$ cat src/rtl/speck_hash_controller_pkg.sv
// ----------------------------------------------------------------------------
// speck_ctrl_pkg: state encoding, defaults and output decode for the SPECK hash controller.
// Rev 1.0
// ----------------------------------------------------------------------------
`default_nettype none

package speck_ctrl_pkg;

  localparam int PHASE_W       = 5;
  localparam int STATE_W       = 4;
  localparam int DEF_WR_CYCLES = 16;
  localparam int DEF_RD_CYCLES = 16;
  localparam int DEF_TIMEOUT   = 31;

  localparam logic [STATE_W-1:0] ST_IDLE  = 4'd0;
  localparam logic [STATE_W-1:0] ST_CLR   = 4'd1;
  localparam logic [STATE_W-1:0] ST_LOAD  = 4'd2;
  localparam logic [STATE_W-1:0] ST_ROUND = 4'd3;
  localparam logic [STATE_W-1:0] ST_HLOAD = 4'd4;
  localparam logic [STATE_W-1:0] ST_HASH  = 4'd5;
  localparam logic [STATE_W-1:0] ST_WRITE = 4'd6;
  localparam logic [STATE_W-1:0] ST_RWIND = 4'd7;
  localparam logic [STATE_W-1:0] ST_READ  = 4'd8;
  localparam logic [STATE_W-1:0] ST_DONE  = 4'd9;
  localparam logic [STATE_W-1:0] ST_ERR   = 4'd10;

  typedef struct packed {
    logic reset8;
    logic reset4;
    logic reset_reg;
    logic reset_counter;
    logic ld;
    logic ld1;
    logic wr;
    logic rd;
    logic en;
    logic busy;
    logic done;
  } ctrl_out_t;

  // Moore decode; unused encodings behave like IDLE (all datapath clears held)
  function automatic ctrl_out_t ctrl_decode(input logic [STATE_W-1:0] st);
    ctrl_out_t o;
    o = '0;
    case (st)
      ST_CLR: begin
        o.reset8 = 1'b1; o.reset4 = 1'b1; o.reset_reg = 1'b1; o.reset_counter = 1'b1;
        o.busy = 1'b1;
      end
      ST_LOAD: begin
        o.reset_counter = 1'b1; o.ld = 1'b1; o.ld1 = 1'b1; o.busy = 1'b1;
      end
      ST_ROUND: begin
        o.ld1 = 1'b1; o.busy = 1'b1;
      end
      ST_HLOAD: begin
        o.reset4 = 1'b1; o.ld1 = 1'b1; o.busy = 1'b1;
      end
      ST_HASH: o.busy = 1'b1;
      ST_WRITE: begin
        o.wr = 1'b1; o.en = 1'b1; o.busy = 1'b1;
      end
      ST_RWIND: begin
        o.reset_counter = 1'b1; o.busy = 1'b1;
      end
      ST_READ: begin
        o.rd = 1'b1; o.en = 1'b1; o.busy = 1'b1;
      end
      ST_DONE: begin
        o.done = 1'b1; o.busy = 1'b1;
      end
      ST_ERR: begin
        o.reset8 = 1'b1; o.reset4 = 1'b1; o.reset_reg = 1'b1; o.reset_counter = 1'b1;
        o.done = 1'b1;
      end
      default: begin
        o.reset8 = 1'b1; o.reset4 = 1'b1; o.reset_reg = 1'b1; o.reset_counter = 1'b1;
      end
    endcase
    return o;
  endfunction

endpackage

`default_nettype wire

$ cat src/rtl/speck_hash_controller_phase_counter.sv
// ----------------------------------------------------------------------------
// speck_ctrl_phase_counter: loadable down counter that saturates at zero.
// Rev 1.0
// ----------------------------------------------------------------------------
`default_nettype none

module speck_ctrl_phase_counter
  import speck_ctrl_pkg::*;
(
  input  logic               clk,
  input  logic               rst_n,
  input  logic               load,
  input  logic [PHASE_W-1:0] load_value,
  input  logic               dec,
  output logic [PHASE_W-1:0] value,
  output logic               zero
);

  logic [PHASE_W-1:0] value_q;
  logic [PHASE_W-1:0] value_d;

  always_comb begin
    value_d = value_q;
    if (load) begin
      value_d = load_value;
    end else if (dec && (value_q != '0)) begin
      value_d = value_q - PHASE_W'(1);
    end
  end

  always_ff @(posedge clk or negedge rst_n) begin
    if (!rst_n) begin
      value_q <= '0;
    end else begin
      value_q <= value_d;
    end
  end

  assign value = value_q;
  assign zero  = (value_q == '0);

endmodule

`default_nettype wire

$ cat src/rtl/speck_hash_controller.sv
// ----------------------------------------------------------------------------
// speck_hash_controller: sequences one SPECK hash job; SPECK_CTRL_WATCHDOG_EN adds a ROUND/HASH timeout.
// Rev 1.0
// ----------------------------------------------------------------------------
`default_nettype none

module speck_hash_controller
  import speck_ctrl_pkg::*;
#(
  parameter int WR_CYCLES = DEF_WR_CYCLES,
  parameter int RD_CYCLES = DEF_RD_CYCLES
`ifdef SPECK_CTRL_WATCHDOG_EN
  , parameter int TIMEOUT = DEF_TIMEOUT
`endif
) (
  input  logic clk,
  input  logic reset,
  input  logic start,
  input  logic eqz4_9,
  input  logic eqz2_0,
  input  logic eqz4_1,
  output logic reset8,
  output logic reset4,
  output logic reset_reg,
  output logic reset_counter,
  output logic ld,
  output logic ld1,
  output logic wr,
  output logic rd,
  output logic en,
  output logic busy,
  output logic done,
  output logic err
);

  localparam logic [PHASE_W-1:0] WR_LD      = PHASE_W'(WR_CYCLES);
  localparam logic [PHASE_W-1:0] RD_LD      = PHASE_W'(RD_CYCLES);
  localparam logic [PHASE_W-1:0] WR_2ND     = PHASE_W'(WR_CYCLES - 1);
  localparam bit                 ADDR_CHECK = (WR_CYCLES > 1);
`ifdef SPECK_CTRL_WATCHDOG_EN
  localparam logic [PHASE_W-1:0] TIMEOUT_LD = PHASE_W'(TIMEOUT);
`endif

  logic [STATE_W-1:0] state_q, state_d;
  logic               err_q, err_d;
  logic               ph_load, ph_dec, ph_zero, phase_end, addr_fail;
  logic [PHASE_W-1:0] ph_load_val, ph_value;
  ctrl_out_t          ctrl;

  speck_ctrl_phase_counter u_phase (
    .clk        (clk),
    .rst_n      (reset),
    .load       (ph_load),
    .load_value (ph_load_val),
    .dec        (ph_dec),
    .value      (ph_value),
    .zero       (ph_zero)
  );

  // Zero is treated as an end too, so a phase can never stall on a wrapped count
  assign phase_end = (ph_value == PHASE_W'(1)) || ph_zero;
  assign addr_fail = ADDR_CHECK && (ph_value == WR_2ND) && !eqz4_1;

  always_comb begin
    state_d     = state_q;
    ph_load     = 1'b0;
    ph_load_val = '0;
    ph_dec      = 1'b0;
    case (state_q)
      ST_IDLE: if (start) state_d = ST_CLR;
      ST_CLR:  state_d = ST_LOAD;
      ST_LOAD: begin
        state_d = ST_ROUND;
`ifdef SPECK_CTRL_WATCHDOG_EN
        ph_load     = 1'b1;
        ph_load_val = TIMEOUT_LD;
`endif
      end
      ST_ROUND: begin
`ifdef SPECK_CTRL_WATCHDOG_EN
        ph_dec = 1'b1;
        if (eqz4_9) state_d = ST_HLOAD;
        else if (phase_end) state_d = ST_ERR;
`else
        if (eqz4_9) state_d = ST_HLOAD;
`endif
      end
      ST_HLOAD: begin
        state_d = ST_HASH;
`ifdef SPECK_CTRL_WATCHDOG_EN
        ph_load     = 1'b1;
        ph_load_val = TIMEOUT_LD;
`endif
      end
      ST_HASH: begin
        if (eqz2_0) begin
          state_d     = ST_WRITE;
          ph_load     = 1'b1;
          ph_load_val = WR_LD;
        end
`ifdef SPECK_CTRL_WATCHDOG_EN
        else begin
          ph_dec = 1'b1;
          if (phase_end) state_d = ST_ERR;
        end
`else
`endif
      end
      ST_WRITE: begin
        ph_dec = 1'b1;
        if (addr_fail) state_d = ST_ERR;
        else if (phase_end) state_d = ST_RWIND;
      end
      ST_RWIND: begin
        state_d     = ST_READ;
        ph_load     = 1'b1;
        ph_load_val = RD_LD;
      end
      ST_READ: begin
        ph_dec = 1'b1;
        if (phase_end) state_d = ST_DONE;
      end
      ST_DONE: state_d = ST_IDLE;
      ST_ERR:  state_d = ST_IDLE;
      default: state_d = ST_IDLE;
    endcase
  end

  always_comb begin
    err_d = err_q;
    if (state_d == ST_ERR) begin
      err_d = 1'b1;
    end else if ((state_q == ST_IDLE) && start) begin
      err_d = 1'b0;
    end
  end

  always_ff @(posedge clk or negedge reset) begin
    if (!reset) begin
      state_q <= ST_IDLE;
      err_q   <= 1'b0;
    end else begin
      state_q <= state_d;
      err_q   <= err_d;
    end
  end

  assign ctrl          = ctrl_decode(state_q);
  assign reset8        = ctrl.reset8;
  assign reset4        = ctrl.reset4;
  assign reset_reg     = ctrl.reset_reg;
  assign reset_counter = ctrl.reset_counter;
  assign ld            = ctrl.ld;
  assign ld1           = ctrl.ld1;
  assign wr            = ctrl.wr;
  assign rd            = ctrl.rd;
  assign en            = ctrl.en;
  assign busy          = ctrl.busy;
  assign done          = ctrl.done;
  assign err           = err_q;

endmodule

`default_nettype wire

$ cat config.mk
export PLATFORM = sky130hd
export DESIGN_NAME = speck_hash_controller
export DESIGN_NICKNAME = d
export VERILOG_FILES = /design/src/rtl/speck_hash_controller_pkg.sv /design/src/rtl/speck_hash_controller_phase_counter.sv /design/src/rtl/speck_hash_controller.sv
export SDC_FILE = /design/constraint.sdc
export NUM_CORES = 1
export LEC_CHECK = 0
export CAP_MARGIN = 20
export CORE_UTILIZATION = 48
export DETAILED_ROUTE_END_ITERATION = 8
export PLACE_DENSITY = 0.77
export RECOVER_POWER = 25
export SETUP_SLACK_MARGIN = 0.3
export SYNTH_ARGS = -nofsm -noshare
export SYNTH_HDL_FRONTEND = slang
export SYNTH_HIERARCHICAL = 1
export SYNTH_SLANG_ARGS = --single-unit
$ cat constraint.sdc
create_clock -name clk -period 2.7 [get_ports clk]
set_input_delay 0.675 -clock clk [delete_from_list [all_inputs] [get_ports clk]]
set_output_delay 0.675 -clock clk [all_outputs]
set_load 0.05 [all_outputs]
Yosys cells after proc, flatten, opt, wreduce, memory -nomap -nowiden. Cells that the tools add are included. W data, S select, Z words.

Register bits after elaboration: 10. Input bits: 6. Output and inout port bits: 12.

Add/subtract/negate cells: 1. Equality and inequality tests: 13. Muxes and demuxes: 25. Reductions and logical operators: 17.

Operators by type and width (number): $pmux W4 S9 (1); $mux W4 (6); $eq A4 B3 Y1 const B (4); $eq A4 B4 Y1 const B (4); $mux W5 (3); $mux W1 (13); $pmux W5 S2 (1); $reduce_or A9 Y1 (1); $eq A4 B2 Y1 const B (2); $reduce_or A8 Y1 (1); $reduce_or A7 Y1 (1); $reduce_or A6 Y1 (1); $eq A5 B1 Y1 const B (1); $eq A5 B4 Y1 const B (1); $logic_not A5 Y1 (1); $reduce_bool A5 Y1 (1); $sub A5 B1 Y5 const B (1); $eq A4 B1 Y1 const B (1); $logic_not A4 Y1 (1); $reduce_bool A2 Y1 (2); $reduce_or A2 Y1 (2); $logic_and A1 B1 Y1 (3); $reduce_or A3 Y1 (1); $pmux W1 S2 (1); 2 further kinds (2).

Longest topological paths before layout. Gate-level depths: netlist of the first run.

Word-level depth: 7. Mapped depth: 6.

Cells and area by module. The synthesis of the first run kept the hierarchy.

Modules (own cells, without submodules): speck_hash_controller (times used 1, cells each 61, area each 464.2 sq um, sequential area each 125.1 sq um); speck_ctrl_phase_counter (times used 1, cells each 32, area each 304.0 sq um, sequential area each 125.1 sq um).

Least setup slack after synthesis of the first run. OpenSTA, ideal clock, no wires.

Path type: flip-flop to flip-flop. Start: register state_q[0]. End: register u_phase.value_q[3] (netlist: u_phase/value[3]). Library setup time: 73 ps. Arrival time: 2959 ps. Data required time: 2627 ps. Path slack: -332 ps. Cell stages (with the launch flop): 6. Path buffers: 0. Cell sequence: dfrtp_1 nand2b_1 o21ai_0 or4b_1 or3_1 a21oi_2.

Longest elaborated chain between the ends: 5. Elaborated cells between the ends (all ways): 11. Those cells by class: eq/ne (4); mux (4); reduce/logical (3).

RTL lines: from (decl) (line speck_hash_controller.sv:44) `logic [STATE_W-1:0] state_q, state_d;`; from (signal assigned) (line speck_hash_controller.sv:143) `state_q <= state_d;`; $eq A4 B4 Y1 or $eq A4 B3 Y1 (tied branches); $reduce_or A2 Y1 (no line) *; $mux W1 *; named net en (line speck_hash_controller.sv:30) `output logic en,`; $logic_and A1 B1 Y1 * (line speck_hash_controller_phase_counter.sv:26) `end else if (dec && (value_q != '0)) begin`; $reduce_bool A2 Y1 (no line) *; to (signal assigned) (line speck_hash_controller_phase_counter.sv:35) `value_q <= value_d;`; to (decl) (line speck_hash_controller_phase_counter.sv:19) `logic [PHASE_W-1:0] value_q;`.

Mark *: on every way through the listed nets, which the timed path passes. The rest lies on a longest branch. A chain may end at the register's enable or synchronous reset.

Final worst setup path of the first run.
Start: register state_q[1]. End: output port reset8.

Longest elaborated chain between the ends: 3. Elaborated cells between the ends (all ways): 10. Those cells by class: eq/ne (8); mux (1); reduce/logical (1).

RTL lines: $eq A4 B4 Y1, or another cell as far along (line speck_hash_controller_pkg.sv:45) `case (st)`; $reduce_or A8 Y1 (no line) *; $mux W1 * (line speck_hash_controller_pkg.sv:45); to (decl) (line speck_hash_controller.sv:22) `output logic reset8,`.

Mark *: on every way between the ends. The rest lies on a longest branch, timed or not.

==> impl_metrics.csv, run 1 <==
group,metric,value,unit
timing,post-route-period-util,85.9,%
global_route,overflow,0,
floorplanning,die_y,42.0,microns
route,wl,1650,microns
yosys,ys_ff_latch,10,
layout,post_layout_nonfiller_instances,128,
placed_design,io_buffers,17,
yosys,synth_edf_count,0,
clock_tree,cts.sinks,10,
clock_tree,postCtsSetupRepairBufs,0,
global_route,first_global_vias,658,
route,antenna_violating_nets_post_route,0,
clock_tree,hold_buffers,0,
yosys,synth.yosys.seq_area_share,32.6,%
global_route,track_usage,20.3,%
placed_design,hpwl,1250,microns
timing,rsz0062_at_grt,"no",
route,route.detailed.drc,0,
timing,setup_violations,0,
layout,drive_above_1_share,23.2,%
clock_tree,clk_path_buf_depth,2,
timing,drv_slew,0,
worst_setup_path,reg2regPathDepth,6,
layout,final_common_cell,"a21oi_1",
global_route,grt_pass1_wl,2790,microns
clock_tree,tritoncts,"built",
layout,antenna_cells,0,
floorplanning,fp.dieW,42.0,microns
worst_setup_path,critPathKind,"reg2out",
layout,finalNetCount,120,
yosys,yosysWarnings,6,
timing,hold_violations,0,
timing,setup_tns,0,ns
yosys,async_reset_ff_share,100,%
run_status,status,"finished clean",
worst_setup_path,startpoint,"state_q[1]",
hold_path,timing.hold.worst.class,"reg2reg",
job,cap_violations,0,
floorplanning,initial_core_util,51.0,%
placed_design,routabilityCongestion,0.851,
floorplanning,io_pins,18,
clock_tree,clockRootBuffer,"clkbuf_4",
global_route,grt_max_degree,16,
clock_tree,insertion_delay,0.26,ns
floorplanning,coreArea,0.00151,sq mm
floorplanning,die_area,0.00176,sq mm
clock_tree,cts_buffers,3,
yosys,synth_cell_type_count,38,
route,num_vias,711,
yosys,synth-main-ff-cell,"dfrtp_1",
floorplanning,fp-row-count,14,
route,drt_first_pass_iters,4,
worst_setup_path,cp.required,2.03,ns
clock_tree,path_clk_slew,0.07,ns
timing,skew,0.00116,ns
layout,final_cell_mix,"a21oi_1, nor2_1, nand2b_1, buf_4",
worst_setup_path,start_kind,"flip-flop",
route,wl_per_cell,12.9,microns
yosys,syn-instance-count,93,
worst_setup_path,r2r_slack,0.58,ns
worst_setup_path,cp-end-kind,"primary output",
layout,syn_to_final_growth,27.7,%
yosys,syn-cell-area,768,sq um
route,initialDrtViolationCount,19,
global_route,grt_antenna_before_repair,0,
worst_setup_path,critPathMaxFanout,15,
route,vias_per_cell,5.55,
worst_setup_path,r2r-start,"state_q[2]",
yosys,postSynthAreaPerCell,8.26,sq um
timing,fmax,0.431,GHz
worst_setup_path,r2r_end,"u_phase/value[3]",
placed_design,dp_cells,124,
worst_setup_path,crit_arrival,1.64,ns
clock_tree,cts-htree-levels,1,
worst_setup_path,crit_end,"reset8",
timing,min_period,2.32,ns
==> critical path: stages (launching register included) <==
cell	delay [ns]
dfrtp_2	0.51
o21a_1	0.22
or2_1	0.23
dlygate4sd2_1	0.42
==> per-layer routing <==
layer | GRT usage (%) | part of all wire (%) | up-vias
met5 | 0 | 0 | -
met4 | 5.81 | 0.36 | 0
met3 | 3.88 | 4.2 | 2
met2 | 35.3 | 49 | 18
met1 | 25.5 | 46 | 324
li1 | - | - | 367
==> area by class of cell <==
cell class / instances / area, sq um
clock buffer: 4 / 36.3
fill: 138 / 526
inverter: 4 / 15.0
multi-input combinational: 76 / 490
sequential: 10 / 255
tap: 16 / 20.0
timing repair buffer: 18 / 164
==> cells in the mapped netlist, types with 3 or more instances <==
master / instances / share of area, %
inv_1: 4 / 2.0
nand2_1: 6 / 2.9
o21ai_0: 4 / 2.6
dfrtp_1: 10 / 33
nor3_1: 3 / 2.0
nor2b_1: 3 / 2.4
buf_2: 3 / 2.0
a21oi_1: 11 / 7.2
nand2b_1: 8 / 6.5
nor2_1: 9 / 4.4
==> flip-flops by register name, indices dropped and copies added (netlist names) <==
signal,count
err,1
state_q,4
u_phase/value,5
==> per-stage QoR <==
step | utilization [%] | hold slack [ns] | area (sq um) | worst slack [ns]
finish | 65.1 | 0.507 | 981 | 0.382
global route | 65.1 | 0.542 | 981 | 0.307
CTS | 64.5 | 0.511 | 971 | 0.290
detailed placement | 62.3 | 0.494 | 938 | 0.304
global placement | 62.3 | 0.484 | 938 | 0.343
floorplan | - | 0.379 | 783 | 0.332
==> cell families after synthesis <==
logic type | count (synthesis) | share of synthesized area (%)
other cells | 1 | 0.488
mux | 1 | 1.30
buf+inv | 10 | 6.84
compound gates | 28 | 24.9
simple gates | 42 | 32.2
flops | 10 | 32.6
fa+ha+maj | 1 | 1.63
==> worst min path at each step <==
| stage | cells after the start | startpoint | to |
|---|---|---|---|
| global placement | 1 | err | err |
| floorplan | 0 | reset | err |
| global route | 1 | err | err |
| finish | 1 | err | err |
| CTS | 1 | err | err |
| detailed placement | 1 | err | err |
==> what timing repair did <==
| action | in CTS | in global routing |
|---|---|---|
| gates resized for setup | 5 | 7 |
| hold endpoints to repair | 0 | 0 |
| gates cloned | 0 | 0 |
| setup endpoints to repair | 5 | 7 |
| pin swaps | 0 | 0 |
Power of run 1 is left out: the tool's default activity adds up to more than one toggle a clock period on the data nets, which glitch-free logic cannot reach.
==> run 2, diff against run 1 <==
--- a/config.mk
+++ b/config.mk
@@ -8,6 +8,7 @@
 export CAP_MARGIN = 20
 export CORE_UTILIZATION = 48
 export DETAILED_ROUTE_END_ITERATION = 8
+export GPL_ROUTABILITY_DRIVEN = 0
 export PLACE_DENSITY = 0.77
 export RECOVER_POWER = 25
 export SETUP_SLACK_MARGIN = 0.3
==> results of run 2 <==
Same layout as run 1: the final DEF is identical, and so are final timing and power.
Power of run 2 is left out for the same reason.
==> run 3, diff against run 2 <==
--- a/config.mk
+++ b/config.mk
@@ -5,11 +5,13 @@
 export SDC_FILE = /design/constraint.sdc
 export NUM_CORES = 1
 export LEC_CHECK = 0
+export ABC_AREA = 1
 export CAP_MARGIN = 20
-export CORE_UTILIZATION = 48
+export CORE_MARGIN = 10
+export CORE_UTILIZATION = 49
 export DETAILED_ROUTE_END_ITERATION = 8
 export GPL_ROUTABILITY_DRIVEN = 0
-export PLACE_DENSITY = 0.77
+export PLACE_DENSITY = 0.78
 export RECOVER_POWER = 25
 export SETUP_SLACK_MARGIN = 0.3
 export SYNTH_ARGS = -nofsm -noshare
==> run 3 against run 2 <==
Synthesized area grew 8.0%. Fmax shrank 0.47%. Clock skew grew 0.0027 ns.
==> impl_metrics.csv, run 3 <==
group,metric,value,unit
run_status,status,"finished clean",
yosys,synth.yosys.seq_area_share,30.2,%
timing,drv_slew,0,
clock_tree,cts_buffers,3,
route,route.detailed.drc,0,
floorplanning,die_y,61.1,microns
yosys,synth_simple_gate_area_share,49.0,%
yosys,yosys.area.top_type,"dfrtp_1",
timing,post-route-period-util,86.3,%
worst_setup_path,slowest_delay,0.49,ns
worst_setup_path,path_cells,"nor2_2 > nand2_2 > inv_1 > clkdlybuf4s15_1",
timing,setup_ws,0.371,ns
yosys,synth_compound_area_share,9.35,%
yosys,post-synth-top-count-cell,"nand2_1",
yosys,synth-main-ff-cell,"dfrtp_1",
clock_tree,insertion_delay,0.27,ns
yosys,syn-instance-count,128,
yosys,synthTopCellsByCount,"nand2_1, inv_1, nand3_1",
yosys,synth_top_area_share,30.2,%
timing,fmax,0.429,GHz
layout,antenna_cells,0,
clock_tree,hold_buffers,0,
worst_setup_path,crit_arrival,1.65,ns
timing,rsz0062_at_grt,"no",
yosys,synth_xor_xnor_area_share,0,%
timing,setup_violations,0,
route,antenna_violating_nets_post_route,0,
route,drt_first_pass_iters,4,
clock_tree,clockRootBuffer,"clkbuf_4",
yosys,synth_area_leaders,"dfrtp_1, nand2_1, nand3_1",
layout,finalNetCount,159,
timing,skew,0.00384,ns
yosys,syn-cell-area,830,sq um
layout,multiInputGateArea,512,sq um
worst_setup_path,critPathKind,"reg2out",
placed_design,hpwl,1720,microns
clock_tree,cts.sinks,10,
timing,min_period,2.33,ns
clock_tree,clk_path_buf_depth,2,
worst_setup_path,start_kind,"flip-flop",
layout,final_area,0.00103,sq mm
global_route,grt_antenna_before_repair,0,
layout,fill_cells,156,
yosys,yosysWarnings,6,
route,wl_per_cell,12.8,microns
floorplanning,fp-row-count,14,
floorplanning,initial_core_util,53.2,%
placed_design,io_buffers,17,
yosys,synth_edf_count,0,
floorplanning,coreArea,0.00156,sq mm
clock_tree,cts-htree-levels,1,
global_route,grt_pass1_wl,3570,microns
layout,final_cell_mix,"nand2_1, inv_1, nand3_1, nor2_1",
yosys,synthMuxAreaShare,0,%
yosys,async_reset_ff_share,100,%
placed_design,post_dp_cell_area,0.00100,sq mm
timing,hold_violations,0,
route,initialDrtViolationCount,29,
yosys,ys_ff_latch,10,
global_route,track_usage,12.3,%
route,num_vias,876,
floorplanning,io_pins,18,
layout,syn_to_final_growth,24.6,%
layout,drive_above_1_share,23.8,%
worst_setup_path,cp.required,2.03,ns
layout,largest_reg_flops,5,
job,cap_violations,0,
layout,final_common_cell,"nand2_1",
worst_setup_path,r2r_slack,0.89,ns
global_route,first_global_vias,834,
yosys,synth_cell_type_count,21,
clock_tree,postCtsSetupRepairBufs,0,
yosys,postSynthAreaPerCell,6.48,sq um
route,vias_per_cell,5.25,
worst_setup_path,critPathMaxFanout,7,
hold_path,timing.hold.worst.class,"reg2reg",
clock_tree,path_clk_slew,0.07,ns
global_route,grt_max_degree,11,
floorplanning,die_area,0.00374,sq mm
placed_design,pre_cts_ws,0.369,ns
clock_tree,tritoncts,"built",
yosys,synthAdderAreaFrac,1.51,%
timing,timing.hold.ws,0.512,ns
route,wl,2140,microns
worst_setup_path,cp-end-kind,"primary output",
yosys,synth_top_family_by_area,"simple AND/OR/NAND/NOR gates",
layout,regArea,251,sq um
floorplanning,fp.dieW,61.1,microns
timing,setup_tns,0,ns
global_route,overflow,0,
worst_setup_path,crit_path_top_delay_cell,"clkdlybuf4s15_1",
-- run 3: cell types whose count changed in the layout (fill, tap and decap cells not counted), sizes merged, moves of 3 or more --
cell         delta
o21ai           +5
o22ai           -3
nor2           +11
nand2          +37
dlygate4sd2     -3
a21oi          -10
nor2b           -3
inv            +15
nand3          +14
nand2b          -8
-- run 3: path summary, 6_finish.rpt --
check,cells after the start,endpoint,startpoint
worst max-delay path,4,rd,state_q[1]
worst min-delay path,2,err,err
worst max register to register,10,u_phase/value[2],state_q[3]
worst min register to register,2,err,err
max in group asynchronous,1,state_q[0],reset
min in group asynchronous,1,u_phase/value[1],reset
-- run 3: metrics by stage --
| stage | instances | utilization [%] |
|---|---|---|
| after floorplan | 131 | - |
| after global placement | 163 | 64.2 |
| after detailed placement | 163 | 64.2 |
| after CTS | 167 | 66.4 |
| after global routing | 167 | 66.3 |
| final | 167 | 66.3 |
-- run 3: logic make-up (layout without fill, tap and decap cells) --
family	Yosys count	in the layout
other	1	4
AOI/OAI and AO/OA	13	13
buffers and inverters	20	40
DFF	10	10
and+or+nand+nor	83	83
adders and majority gates	1	1
-- run 3: worst max-delay path: cells and delay by family (launching register included) --
kind,cells,cell delay (ns)
buffers and inverters,2,0.56
and+or+nand+nor,2,0.33
DFF,1,0.48
-- run 3: cell type report --
class	instances	area share (%)
inverters	19	6.90
well taps	16	1.94
repair buffers	17	13.8
flip-flops and latches	10	24.3
multi-input cells	101	49.5
clock buffers	4	3.51
-- run 3: what timing repair did --
item,4_1_cts,5_1_grt
resized for setup,2,4
cloned,0,0
pin swaps,0,0
endpoints found under the setup margin,2,3
-- run 3: per-layer routing --
layer | track usage [%] | part of all wire (%) | up-vias
met2 | 20.1 | 47 | 28
met4 | 3.58 | 2.1 | 0
li1 | - | - | 441
met5 | 0 | 0 | -
met3 | 3.91 | 6.8 | 9
met1 | 15.2 | 44 | 398
Power of run 3 is left out for the same reason.
